[src/rtl/abm_req_arbiter.sv]
// Purpose: round-robin arbiter merging two ABM DMA read request streams onto one downstream request register.
// Latency: 1 cycle from requester handshake to m_valid; at most one request every 2 cycles.
// Backpressure: while the output register is full (ISSUE), neither requester sees ready; m_* holds until m_ready.
// Optional feature: define ABM_ARB_COUNTERS_EN for per-channel handshake counters (otherwise the counters read 0).
module abm_req_arbiter (
    input  logic        clk,
    input  logic        reset,
    input  logic [63:0] pci_src_addr,
    input  logic        start0,
    input  logic        start1,
    input  logic        start_wstrobe,
    input  logic        req0_valid,
    input  logic [31:0] req0_offset,
    input  logic [15:0] req0_len,
    input  logic        req0_last,
    output logic        req0_ready,
    input  logic        req1_valid,
    input  logic [31:0] req1_offset,
    input  logic [15:0] req1_len,
    input  logic        req1_last,
    output logic        req1_ready,
    output logic        m_valid,
    output logic [63:0] m_addr,
    output logic [15:0] m_len,
    output logic        m_src,
    input  logic        m_ready,
    output logic        idle0,
    output logic        idle1,
    output logic [31:0] abm0_counter,
    output logic [31:0] abm1_counter
);

    typedef enum logic {
        ST_IDLE  = 1'b0,
        ST_ISSUE = 1'b1
    } state_t;

    state_t      state_q, state_d;
    logic        active0_q, active0_d;
    logic        active1_q, active1_d;
    // Channel granted most recently; resets to 1 so channel 0 wins the first tie.
    logic        rr_last_q, rr_last_d;
    logic [63:0] addr_q, addr_d;
    logic [15:0] len_q, len_d;
    logic        src_q, src_d;

    logic        elig0, elig1;
    logic        grant0, grant1;
    logic        m_hs;

    // Eligibility and round-robin grant among requesters that are both valid and active
    always_comb begin
        elig0  = req0_valid & active0_q;
        elig1  = req1_valid & active1_q;
        grant0 = elig0 & (~elig1 | rr_last_q);
        grant1 = elig1 & (~elig0 | ~rr_last_q);
    end

    // A ready is only offered while the output register is empty, so ready doubles as the handshake
    assign req0_ready = (state_q == ST_IDLE) & grant0;
    assign req1_ready = (state_q == ST_IDLE) & grant1;
    assign m_hs       = (state_q == ST_ISSUE) & m_ready;

    // Next-state: capture a granted request in IDLE, release it on the downstream handshake
    always_comb begin
        state_d   = state_q;
        addr_d    = addr_q;
        len_d     = len_q;
        src_d     = src_q;
        rr_last_d = rr_last_q;
        case (state_q)
            ST_IDLE: begin
                if (req0_ready | req1_ready) begin
                    state_d   = ST_ISSUE;
                    src_d     = req1_ready;
                    rr_last_d = req1_ready;
                    // Base snapshot is taken here; later base changes do not touch the held address
                    addr_d    = pci_src_addr + {32'd0, (req1_ready ? req1_offset : req0_offset)};
                    len_d     = req1_ready ? req1_len : req0_len;
                end
            end
            ST_ISSUE: begin
                if (m_hs) begin
                    state_d = ST_IDLE;
                end
            end
            default: state_d = ST_IDLE;
        endcase
    end

    // Channel run flags: a last-request capture stops the channel, a software write overrides it
    always_comb begin
        active0_d = active0_q;
        active1_d = active1_q;
        if (req0_ready & req0_last) begin
            active0_d = 1'b0;
        end
        if (req1_ready & req1_last) begin
            active1_d = 1'b0;
        end
        if (start_wstrobe) begin
            active0_d = start0;
            active1_d = start1;
        end
    end

    // State and output register; reset drops any held request
    always_ff @(posedge clk) begin
        if (reset) begin
            state_q   <= ST_IDLE;
            active0_q <= 1'b0;
            active1_q <= 1'b0;
            rr_last_q <= 1'b1;
            addr_q    <= 64'd0;
            len_q     <= 16'd0;
            src_q     <= 1'b0;
        end else begin
            state_q   <= state_d;
            active0_q <= active0_d;
            active1_q <= active1_d;
            rr_last_q <= rr_last_d;
            addr_q    <= addr_d;
            len_q     <= len_d;
            src_q     <= src_d;
        end
    end

    assign m_valid = (state_q == ST_ISSUE);
    assign m_addr  = addr_q;
    assign m_len   = len_q;
    assign m_src   = src_q;

    // A channel is idle only once it is stopped and its last request has left the output register
    assign idle0 = ~active0_q & ~((state_q == ST_ISSUE) & ~src_q);
    assign idle1 = ~active1_q & ~((state_q == ST_ISSUE) &  src_q);

`ifdef ABM_ARB_COUNTERS_EN
    logic [31:0] cnt0_q, cnt1_q;

    // Downstream handshake counters; a start write clears and beats a same-cycle increment
    always_ff @(posedge clk) begin
        if (reset) begin
            cnt0_q <= 32'd0;
            cnt1_q <= 32'd0;
        end else begin
            if (start_wstrobe & start0) begin
                cnt0_q <= 32'd0;
            end else if (m_hs & ~src_q) begin
                cnt0_q <= cnt0_q + 32'd1;
            end
            if (start_wstrobe & start1) begin
                cnt1_q <= 32'd0;
            end else if (m_hs & src_q) begin
                cnt1_q <= cnt1_q + 32'd1;
            end
        end
    end

    assign abm0_counter = cnt0_q;
    assign abm1_counter = cnt1_q;
`else
    assign abm0_counter = 32'd0;
    assign abm1_counter = 32'd0;
`endif

endmodule
[config.mk]
export PLATFORM = sky130hd
export DESIGN_NAME = abm_req_arbiter
export DESIGN_NICKNAME = d
export VERILOG_FILES = /design/src/rtl/abm_req_arbiter.sv
export SDC_FILE = /design/constraint.sdc
export NUM_CORES = 1
export LEC_CHECK = 0
export BUFFER_PORTS_ARGS = -buffer_cell sky130_fd_sc_hd__buf_2
export CAP_MARGIN = 15
export CORE_AREA = 2 2 164 166
export DETAILED_ROUTE_END_ITERATION = 10
export DIE_AREA = 0 0 166 168
export PLACE_DENSITY = 0.55
export SYNTH_ARGS = -nofsm -noshare
export SYNTH_HDL_FRONTEND = slang
export SYNTH_SLANG_ARGS = --single-unit
[constraint.sdc]
create_clock -name clk -period 3.9 [get_ports clk]
set_input_delay 0.195 -clock clk [delete_from_list [all_inputs] [get_ports clk]]
set_output_delay 0.195 -clock clk [all_outputs]
set_load 0.1 [all_outputs]
; ---- Word-level counts from Yosys, hierarchy flattened
; Cells that the tools add are included.
; Widths: inputs -> output; s select.
[word_totals]
elab_cells = 45
register_bits = 85
[classes]
bitwise_logic = 25
reduce_logical = 3
muxes = 9
addsub = 1
[ops]
columns = cell, n
row1 = $add 64x32->64, 1
row2 = $mux 32, 1
row3 = $mux 16, 1
row4 = $and 1x1->1, 13
row5 = $not 1->1, 9
row6 = $mux 1, 6
row7 = $reduce_bool 2->1, 2
row8 = $or 1x1->1, 3
row9 = $pmux 1 s2, 1
row10 = $reduce_and 2->1, 1

; ---- Logic depth before layout (Yosys ltp)
; Gate-level depths: netlist (run 1).
[logic_depth]
word_depth = 8
mapped_depth = 18
mapped_depth_nobuf = 16

; ---- Least setup slack after synthesis (run 1)
; No wires, ideal clock.
[synth_timing]
kind = reg-to-reg
startpoint = register state_q, in the netlist m_valid
endpoint = register addr_q[46], in the netlist m_addr[46]
setup_ps = 86
n_path_buf = 2
setup_slack_ps = -909
arrival_time_ps = 4723
path_stages_with_launch = 16
required_time_ps = 3814
path_cell_list = dfxtp_1 -> a311o_1 -> inv_2 -> clkbuf_1 -> nand2_1 -> nand2_1 -> ha_1 -> a21o_1 -> a21o_1 -> a21o_1 -> a21o_1 -> a211oi_2 -> clkbuf_1 -> a211oi_1 -> xnor2_1 -> a211oi_1
[synth_between]
elab_chain_len = 4
elab_cells_between_ends = 7
[synth_lines]
columns = element, line_no
row1 = "start, declared", 38  ; state_t state_q, state_d;
row2 = "start signal, assigned", 118  ; state_q <= state_d;
row3 = $not 1->1 (no source line) (*), --
row4 = $and 1x1->1 (*), 61  ; assign req1_ready = (state_q == ST_IDLE) & grant1;
row5 = net req1_ready, 21  ; output logic req1_ready,
row6 = $mux 32 or $or 1x1->1 (tied branches), "78, 73"
row7 = $add 64x32->64 or $reduce_and 2->1 (tied branches), --
row8 = "end signal, assigned", 122  ; addr_q <= addr_d;
row9 = "end, declared", 43  ; logic [63:0] addr_q, addr_d;
; Mark *: on every way through the listed nets, which the timed path passes. The rest lies on a longest branch.
; A chain may end at the register's enable or synchronous reset.

; ---- Worst setup path after layout (run 1)
[layout_timing]
startpoint = register active1_q
endpoint = register addr_q[37], in the netlist m_addr[37]
[layout_between]
elab_chain_len = 7
elab_cells_between_ends = 11
[layout_lines]
columns = element, line_no
row1 = "start, declared", 40  ; logic active1_q, active1_d;
row2 = "start signal, assigned", 120  ; active1_q <= active1_d;
row3 = $and 1x1->1 (*), 54  ; elig1 = req1_valid & active1_q;
row4 = branches (longest 6 deep; another with $add 64x32->64), --
; Mark *: on every way between the ends.

==> results of run 1 <==
## power groups by stage
stage	logic [uW]	clock network (uW)	registers, uW
2_1_floorplan	800	0	1410
3_3_place_gp	1500	0	982
3_5_place_dp	1500	0	985
4_1_cts	1510	868	965
5_1_grt	1630	910	971
6_report	1530	832	964
## logic make-up after synthesis
| family | count (synthesis) |
|---|---|
| fa+ha+maj | 33 |
| buf+inv | 131 |
| flops | 85 |
| mux | 16 |
| xor+xnor | 46 |
| simple gates | 330 |
| other cells | 1 |
| compound gates | 220 |
## critical path, cell delays in order (launching register included)
cell,delay [ns]
sky130_fd_sc_hd__dfxtp_1,0.34
sky130_fd_sc_hd__nand2_1,0.09
sky130_fd_sc_hd__a311o_2,0.36
sky130_fd_sc_hd__buf_4,0.21
sky130_fd_sc_hd__nand2_1,0.08
sky130_fd_sc_hd__nand2_1,0.06
sky130_fd_sc_hd__ha_1,0.42
sky130_fd_sc_hd__nand2_1,0.11
sky130_fd_sc_hd__nor3_2,0.22
sky130_fd_sc_hd__o311ai_1,0.14
sky130_fd_sc_hd__buf_4,0.19
sky130_fd_sc_hd__a211oi_4,0.30
sky130_fd_sc_hd__o211ai_2,0.16
sky130_fd_sc_hd__buf_6,0.18
sky130_fd_sc_hd__buf_4,0.15
sky130_fd_sc_hd__a211oi_1,0.25
sky130_fd_sc_hd__xnor2_1,0.13
sky130_fd_sc_hd__a211oi_2,0.25
## cell usage after synthesis, drive strengths merged, types with 3 or more instances
master,n,area (um^2)
or3,3,18.77
and3,11,78.82
a311oi,3,26.28
o21bai,6,45.04
o21ai,21,105.1
o221ai,3,26.28
nor2,78,292.8
mux2i,16,160.2
nor4b,4,35.03
nor3,11,55.05
o211ai,3,27.52
ha,32,400.4
nand3b,3,22.52
a2111oi,10,123.9
nand2,173,649.4
a211oi,72,555.5
nand2b,6,37.54
nand4,10,77.57
a21o,13,97.59
o21a,5,37.54
a21oi,54,270.3
a31o,3,26.28
nand3,22,110.1
or4,3,22.52
inv,22,82.58
buf,73,520.5
a31oi,4,25.02
o22ai,4,25.02
xnor2,45,394.1
dfxtp,85,1702
clkbuf,36,135.1
## metal layers
| layer | global-route usage, % | up-vias |
|---|---|---|
| met2 | 26.68 | 241 |
| met5 | 0 | - |
| li1 | - | 3428 |
| met3 | 3.126 | 21 |
| met1 | 19.65 | 3109 |
| met4 | 4.839 | 0 |
## area by class of cell
| type | count | area share [%] |
|---|---|---|
| multi-input combinational | 709 | 52.06 |
| sequential | 85 | 20.14 |
| timing repair buffer | 286 | 18.47 |
| tap | 341 | 5.039 |
| clock buffer | 9 | 2.660 |
| inverter | 22 | 0.9753 |
| clock inverter | 7 | 0.5911 |
| antenna | 2 | 0.05911 |
## state kept, by name, summed over array words and instances (netlist names)
register   flops
active0_q      1
active1_q      1
m_addr        64
m_len         16
m_src          1
m_valid        1
rr_last_q      1
## metrics by stage
step,std cells,power (uW),utilization (%)
after floorplan,925,2206,-
after global placement,1440,2485,30.31
after detailed placement,1440,2486,30.31
after CTS,1456,3339,31.35
after global routing,1460,3510,32.12
final,1461,3330,32.13
## worst max path at each step
stage                         start         end  slack, ns  cells past startpoint
after global placement    active1_q  m_addr[53]       0.06                     16
after floorplan             m_valid  m_addr[48]       0.07                     16
final                     active1_q  m_addr[37]       0.18                     17
after global routing      active1_q  m_addr[37]      -0.05                     17
after detailed placement  active1_q  m_addr[53]       0.03                     16
after CTS                 active1_q  m_addr[53]      0.006                     16
## repair_timing
action                                  CTS  global route
buffers inserted                          0             2
resized for setup                         0            42
endpoints found under the setup margin    0            26
## cell usage in the layout (no fill, tap or decap), drive strengths merged, types with 4 or more instances in the layout
cell type  count
a211oi        72
mux2i         16
o21bai         6
clkbuf         9
nor2          78
a21o          13
and3          11
conb          64
inv           24
o21a           5
o21ai         21
xnor2         45
ha            32
nor3          11
o22ai          4
nand3         22
nand4         10
a21oi         54
a31oi          4
nand2        173
dfxtp         85
buf          286
a2111oi       10
nor4b          4
nand2b         6
==> results.txt, run 1 <==
* R2r setup slk: about 0.18 ns
- I/O Pins: 320
* Number of setup violations in the final report: 0
- Total area of sequential cells: roughly 1700 um^2
* Mux share of post-synthesis cell area: 2.488%
* Post-layout minimum cycle time: between 3 and 4 ns
- Fraction of layout instances using a drive strength above 1: a little under a third
- From bottom edge to top edge, the die measures ~170 um.
* Standard cell area after detailed placement: 7986 um^2
* Number of hold buffers added after cts: 0
- For this design, the sink count on the clock tree is 85.
- The highest layer touched by signal routing is met4.
* Post-synth cell types: 67
- In the synthesized netlist the async set-or-reset flop fraction comes to 0%.
- Number of warning messages in the yosys log: 0
* HPWL after DPL: between 15000 and 20000 um
- Via count of the first global-routing pass: 6273
- Between clock sinks in the finished design, the worst skew comes to just under 0.009 ns.
- Type of element capturing the critical path: register
- Run status: finished, final reports clean
* Cell-internal power: between 1500 and 2000 uW
- Number of nets with antenna violations after detailed routing: 0
* Worst Reg-to-Reg Cells: 17
* Clock tree root buffer cell: sky130_fd_sc_hd__clkbuf_16
- Final-stage net count: between 1000 and 1500
* Main synth FF type: sky130_fd_sc_hd__dfxtp_1
- Combinational logic burns 46.1% of the power.
- Counting flops with a built-in enable in the synthesized netlist gives 0.
- Global routing used 15.56% of the available tracks.
- The number of max-slew violations in the final report was 0.
* Gp weighted congestion: between 0.8 and 0.9
- Critical path arrival: about 4.0 ns
- TritonCTS built the clock tree.
- Total negative slack: 0 ns
* Area enclosed by the die boundary: around 28000 um^2
- The synthesized design contains 85 register bits.
- The worst setup path is launched from a register.
* Critical path class: register to register
* Post-route DRC: 0
* Required time worst endpoint: roughly 4.2 ns
- XOR/XNOR Fraction of Synth Area: under 10%
* Wire length of the first global-routing pass: roughly 34000 um
* Rows: 60
* Setup repair after global routing missed its margin: yes
- Wire length after detailed routing: 22830 um
* Final hold violation count: 0
* Part of the cycle the worst path needs: ~95%
* Area growth from synthesis to layout: 31.55%
- Maximum number of pins on one net before global-route repair: between 70 and 80
* Worst-margin pin slew: 0.8620 ns
- Setup WS post-layout: between 0.15 and 0.2 ns
- 1st-pass router iterations: 5
* Std-Cell Core Area: approximately 26000 um^2
* Net switching power figure: between 1500 and 2000 uW
- Worst supply voltage drop on vdd: 0.1909 mV
- Number of antenna violations at the first check in global routing: 2
- Routed length on met1: 10130 um
- Maximum achievable frequency: between 0.2 and 0.3 GHz
- Summing the areas of all and, or, nand and nor instances in the mapped netlist gives between 20% and 30% of the synthesized area.
* Average size of a mapped cell: between 7 and 8 um^2
* Number of clock buffers inserted by TritonCTS: 9
* Worst hold path endpoint: active0_q
* Share of total power in sequential cells: between 20% and 30%
* Deepest level of the CTS H-tree: 3
- The worst register-to-register path ends at m_addr[37].
- The cell area that synthesis handed to floorplanning was between 6000 and 7000 um^2.
- Place WS: between 0.02 and 0.03 ns
- Power per unit of standard cell area: between 300 and 400 nW/um^2
* Seq/Total Area, Yosys: 26.44%
- In this run the critical register-to-register path is launched from active1_q.
- From left edge to right edge, the die measures ~170 um.
* Filler cell count: 2894
- In the detailed route, the total length drawn on met3 is 1258 um.
* Main combinational cell family by area after synthesis: compound AO/OA/AOI/OAI gates
* Routed wire per std cell: between 15 and 20 um
- Cell area after layout: ~8500 um^2
- Clk Latency, worst-skew pair: about 0.35 ns
- The initial utilization of the core area, before any placement, comes to 24.43%.
- Mean number of vias per cell: around 4.7
- Counting instances, the worst hold path has a depth of 3.
- The tool flagged a number of max-cap violations equal to 0.
- The multi-input combinational cells in the finished layout cover a total of 4408 um^2.
- Static leakage: approximately 0.004 uW
- Buffers placed on the I/O ports in this run total 255.
* Worst min-delay path startpoint: start0
- Switching share of power: 48.00%
* Worst hold path type: input pin to register
- Synth Instances: approximately 860
- The synthesized netlist devotes roughly 6.5% of its cell area to adder and majority cells.
* Compound-cell area share of the yosys netlist: between 20% and 30%
- Number of vias in the routed layout: 6799
- The clock passes through at most 2 buffers.
* Drt initial violations: 352
- Detail Route met2 WL: 11100 um
- Grt total ovfl: 0
- Max FO, Critical Path: 14
- Slew headroom: a little over two fifths
- Per report_power, the clock group accounts for 25.0% of the total.
- Clock-pin slew of the registers on the worst-case setup and hold paths: approximately 0.070 ns
- Hold slack: ~0.097 ns
Power figures use the tool's default switching activity.
==> run 2: changes to the inputs <==
--- a/config.mk
+++ b/config.mk
@@ -7,10 +7,11 @@
 export LEC_CHECK = 0
 export BUFFER_PORTS_ARGS = -buffer_cell sky130_fd_sc_hd__buf_2
 export CAP_MARGIN = 15
-export CORE_AREA = 2 2 164 166
+export CORE_AREA = 2 2 123 125
 export DETAILED_ROUTE_END_ITERATION = 10
-export DIE_AREA = 0 0 166 168
-export PLACE_DENSITY = 0.55
+export DIE_AREA = 0 0 125 127
+export PLACE_DENSITY = 0.83
+export SLEW_MARGIN = 30
 export SYNTH_ARGS = -nofsm -noshare
 export SYNTH_HDL_FRONTEND = slang
 export SYNTH_SLANG_ARGS = --single-unit
==> constraint.sdc (replaced) <==
create_clock -name clk -period 4.1 [get_ports clk]
set_input_delay 0.205 -clock clk [delete_from_list [all_inputs] [get_ports clk]]
set_output_delay 0.205 -clock clk [all_outputs]
set_load 0.1 [all_outputs]
==> run 2 against run 1 <==
Effect of this change:
- die area is 43% lower
- core utilization rose by 24 points
- final cell count decreased by 11%
- critical path type unchanged
==> results.txt, run 2 (synthesized netlist as in run 1, its figures left out) <==
- Run status: finished, final reports clean
- The worst voltage drop across the vdd grid is 0.2518 mV (+32%).
- Number of clock buffers inserted by TritonCTS: 9 (unchanged)
- The maximum single-stage delay on the critical path is 0.37 ns (-0.05 ns).
- The overall track demand over capacity in global routing was 23.43% (+7.9 points).
- The CTS H-tree depth was 3 (unchanged).
- Max FO, Critical Path: 9 (-5)
* Area growth from synthesis to layout: 24.88%
- The number of clock sinks seen by CTS came to 85 (unchanged).
- The count of vias placed by the detailed router is 6891 (+1.4%).
- The largest net degree at the start of global routing is 83 (+12%).
- The slew of the pin with the lowest slew margin is 0.9335 ns (+0.07151 ns).
* Final-stage net count: 1307 (-0.68%)
- Number of max-slew violations in the final report: 0 (unchanged)
- Worst hold path endpoint: active1_q
- Number of flip-flops in the largest register: 64 (unchanged)
- Fraction of layout instances using a drive strength above 1: 28.67% (-2.6 points)
- The final clock period utilization by the worst path was 93.02% (-2.4 points).
- Starting utilization of the core area: 44.62% (+20 points)
* Final setup skew: 0.01048 ns (+0.001810 ns)
- STA classifies the critical path endpoint as a register.
- Total negative slack: 0 ns (unchanged)
- The fmax is 0.2622 GHz (-2.4%).
* R2r setup slk: 0.29 ns (+0.11 ns)
* Standard cell area after detailed placement: 7692 um^2 (-3.7%)
* Reg-to-reg endpoint: m_addr[62]
- CP Launch Type: register
- The number of setup violations in the final report was 0 (unchanged).
- The startpoint identified for the worst register-to-register timing path is active1_q.
* Post-layout minimum cycle time: 3.814 ns (+0.09214 ns)
- Max-cap violations: 0 (unchanged)
* Drt initial violations: 439 (+25%)
* Buffer depth of the longest clock path: 2 (unchanged)
- Critical path class: register to register
* Top library cells by usage in the layout, fill and taps aside: sky130_fd_sc_hd__buf_2 (255), sky130_fd_sc_hd__nand2_1 (172), sky130_fd_sc_hd__dfxtp_1 (84)
- Slowest stage cell on the critical path: sky130_fd_sc_hd__fa_1
- Mean number of vias per cell: 5.325 (+14%)
* Final hold violation count: 0 (unchanged)
* HPWL after DPL: 15360 um (-13%)
* Gp weighted congestion: 0.8722 (+5.1%)
* Setup repair after global routing missed its margin: no
- Port Buf Inserts: 255 (unchanged)
- I/O Pins: 320 (unchanged)
- Power per unit of standard cell area: 388.7 nW/um^2 (-1.2%)
- The initial antenna violation count was 1 (-1).
* CTS tree: yes
- The final total power was 3124 uW (-6.2%).
* Worst-path cell chain: nand2_1 > a311o_2 > inv_2 > nand2_1 > nand2_1 > ha_1 > inv_1 > fa_1 > nand2b_1 > a21oi_1 > o21ai_1 > nand4b_1 > nand3_2 > buf_4 > a2111oi_4 > xnor2_1 > a211oi_2
- The first-pass iteration count of the detailed router is 5 (unchanged).
- Cell area after layout: 8038 um^2 (-5.1%)
- Area enclosed by the die boundary: 15880 um^2 (-43%)
- Post-route DRC: 0 (unchanged)
* Static leakage: 0.003869 uW (-1.8%)
- Wire length of the first global-routing pass: 30650 um (-11%)
- Family of cells with the greatest summed delay on the critical path: compound AO/OA/AOI/OAI gates
- The sum of routed wire length over all layers was 19810 um (-13%).
- Std-Cell Core Area: 14420 um^2 (-45%)
- Worst min-delay path startpoint: start1
- The later-pin clock latency in the skew report was 0.34 ns (about the same).
- The data arrival time of the critical path is 3.99 ns (about the same).
* Grt total ovfl: 0 (unchanged)
- The count of nets left with antenna violations after detail routing is 0 (unchanged).
- The clock slew seen by the registers of the worst setup and hold paths was 0.07 ns (about the same).
* Worst Reg-to-Reg Cells: 17 (unchanged)
- Clock tree root buffer cell: sky130_fd_sc_hd__clkbuf_16
* Slew headroom: 37.77% (-4.8 points)
- Cell repeated most along the worst path: sky130_fd_sc_hd__nand2_1
- Rows: 44 (-27%)
- Via count of the first global-routing pass: 6409 (+2.2%)
- The x dimension of the die came to 125 um (-25%).
- The library cell used most frequently in the layout, excluding fill and tap cells, is sky130_fd_sc_hd__buf_2.
- In this run the worst hold path is classified as input pin to register.
* Min-Delay Path Depth: 3 (unchanged)
- The wire length per cell after detailed routing is 15.31 um (-2.1%).
- The critical path required time was 4.28 ns (+0.12 ns).
* Buffers and inverters on the worst path: 3 (-1)
- The die height came to 127 um (-24%).
## run 2: metal layers
metal	up-vias	share of wire (%)	global-route usage, %
met5	-	0	0
met4	0	3.3	10.13
met3	44	6.0	3.308
met2	301	47	39.16
met1	3126	44	30.36
li1	3420	-	-
## run 2: worst min-delay path, stage by stage
cell	delay (ns)
sky130_fd_sc_hd__buf_2	0.07
sky130_fd_sc_hd__a21oi_1	0.06
sky130_fd_sc_hd__nor2_1	0.07
## run 2: layout make-up
cell class,instances,area [um^2]
inverters,22,82.58
clock buffers,9,225.2
fillers,1410,6386
multi-input cells,709,4295
repair buffers,277,1441
flip-flops and latches,85,1703
diodes,1,2.502
clock inverters,7,57.56
well taps,184,230.2
## run 2: report_power, final
part / internal [uW] / leakage (uW) / switching, uW
clock: 420 / 0.000134 / 378
sequential: 884 / 0.000694 / 33.1
combinational: 326 / 0.00304 / 1080
total: 1630 / 0.00387 / 1490
## run 2: worst max-delay path by stage
stage	endpoint	start	depth (start not counted)
CTS	m_addr[39]	active1_q	15
floorplan	m_addr[46]	m_valid	15
finish	m_addr[62]	active1_q	17
detailed placement	m_addr[39]	active1_q	15
global route	m_addr[45]	active1_q	17
global placement	m_addr[39]	active1_q	15
## run 2: what timing repair did
action | CTS | global route
buffers inserted | 0 | 1
hold buffers | 0 | 0
gates resized for setup | 0 | 10
endpoints found under the setup margin | 0 | 23
## run 2: stage by stage
step	setup WS (ns)	instances	utilization, %	hold WS, ns
3_5_place_dp	0.1105	1276	53.33	0.4427
5_1_grt	0.03688	1294	55.73	0.1384
2_1_floorplan	0.07347	925	-	0.3436
4_1_cts	0.08747	1292	55.29	0.1054
6_report	0.2863	1294	55.73	0.1219
3_3_place_gp	0.2472	1276	53.33	0.4379
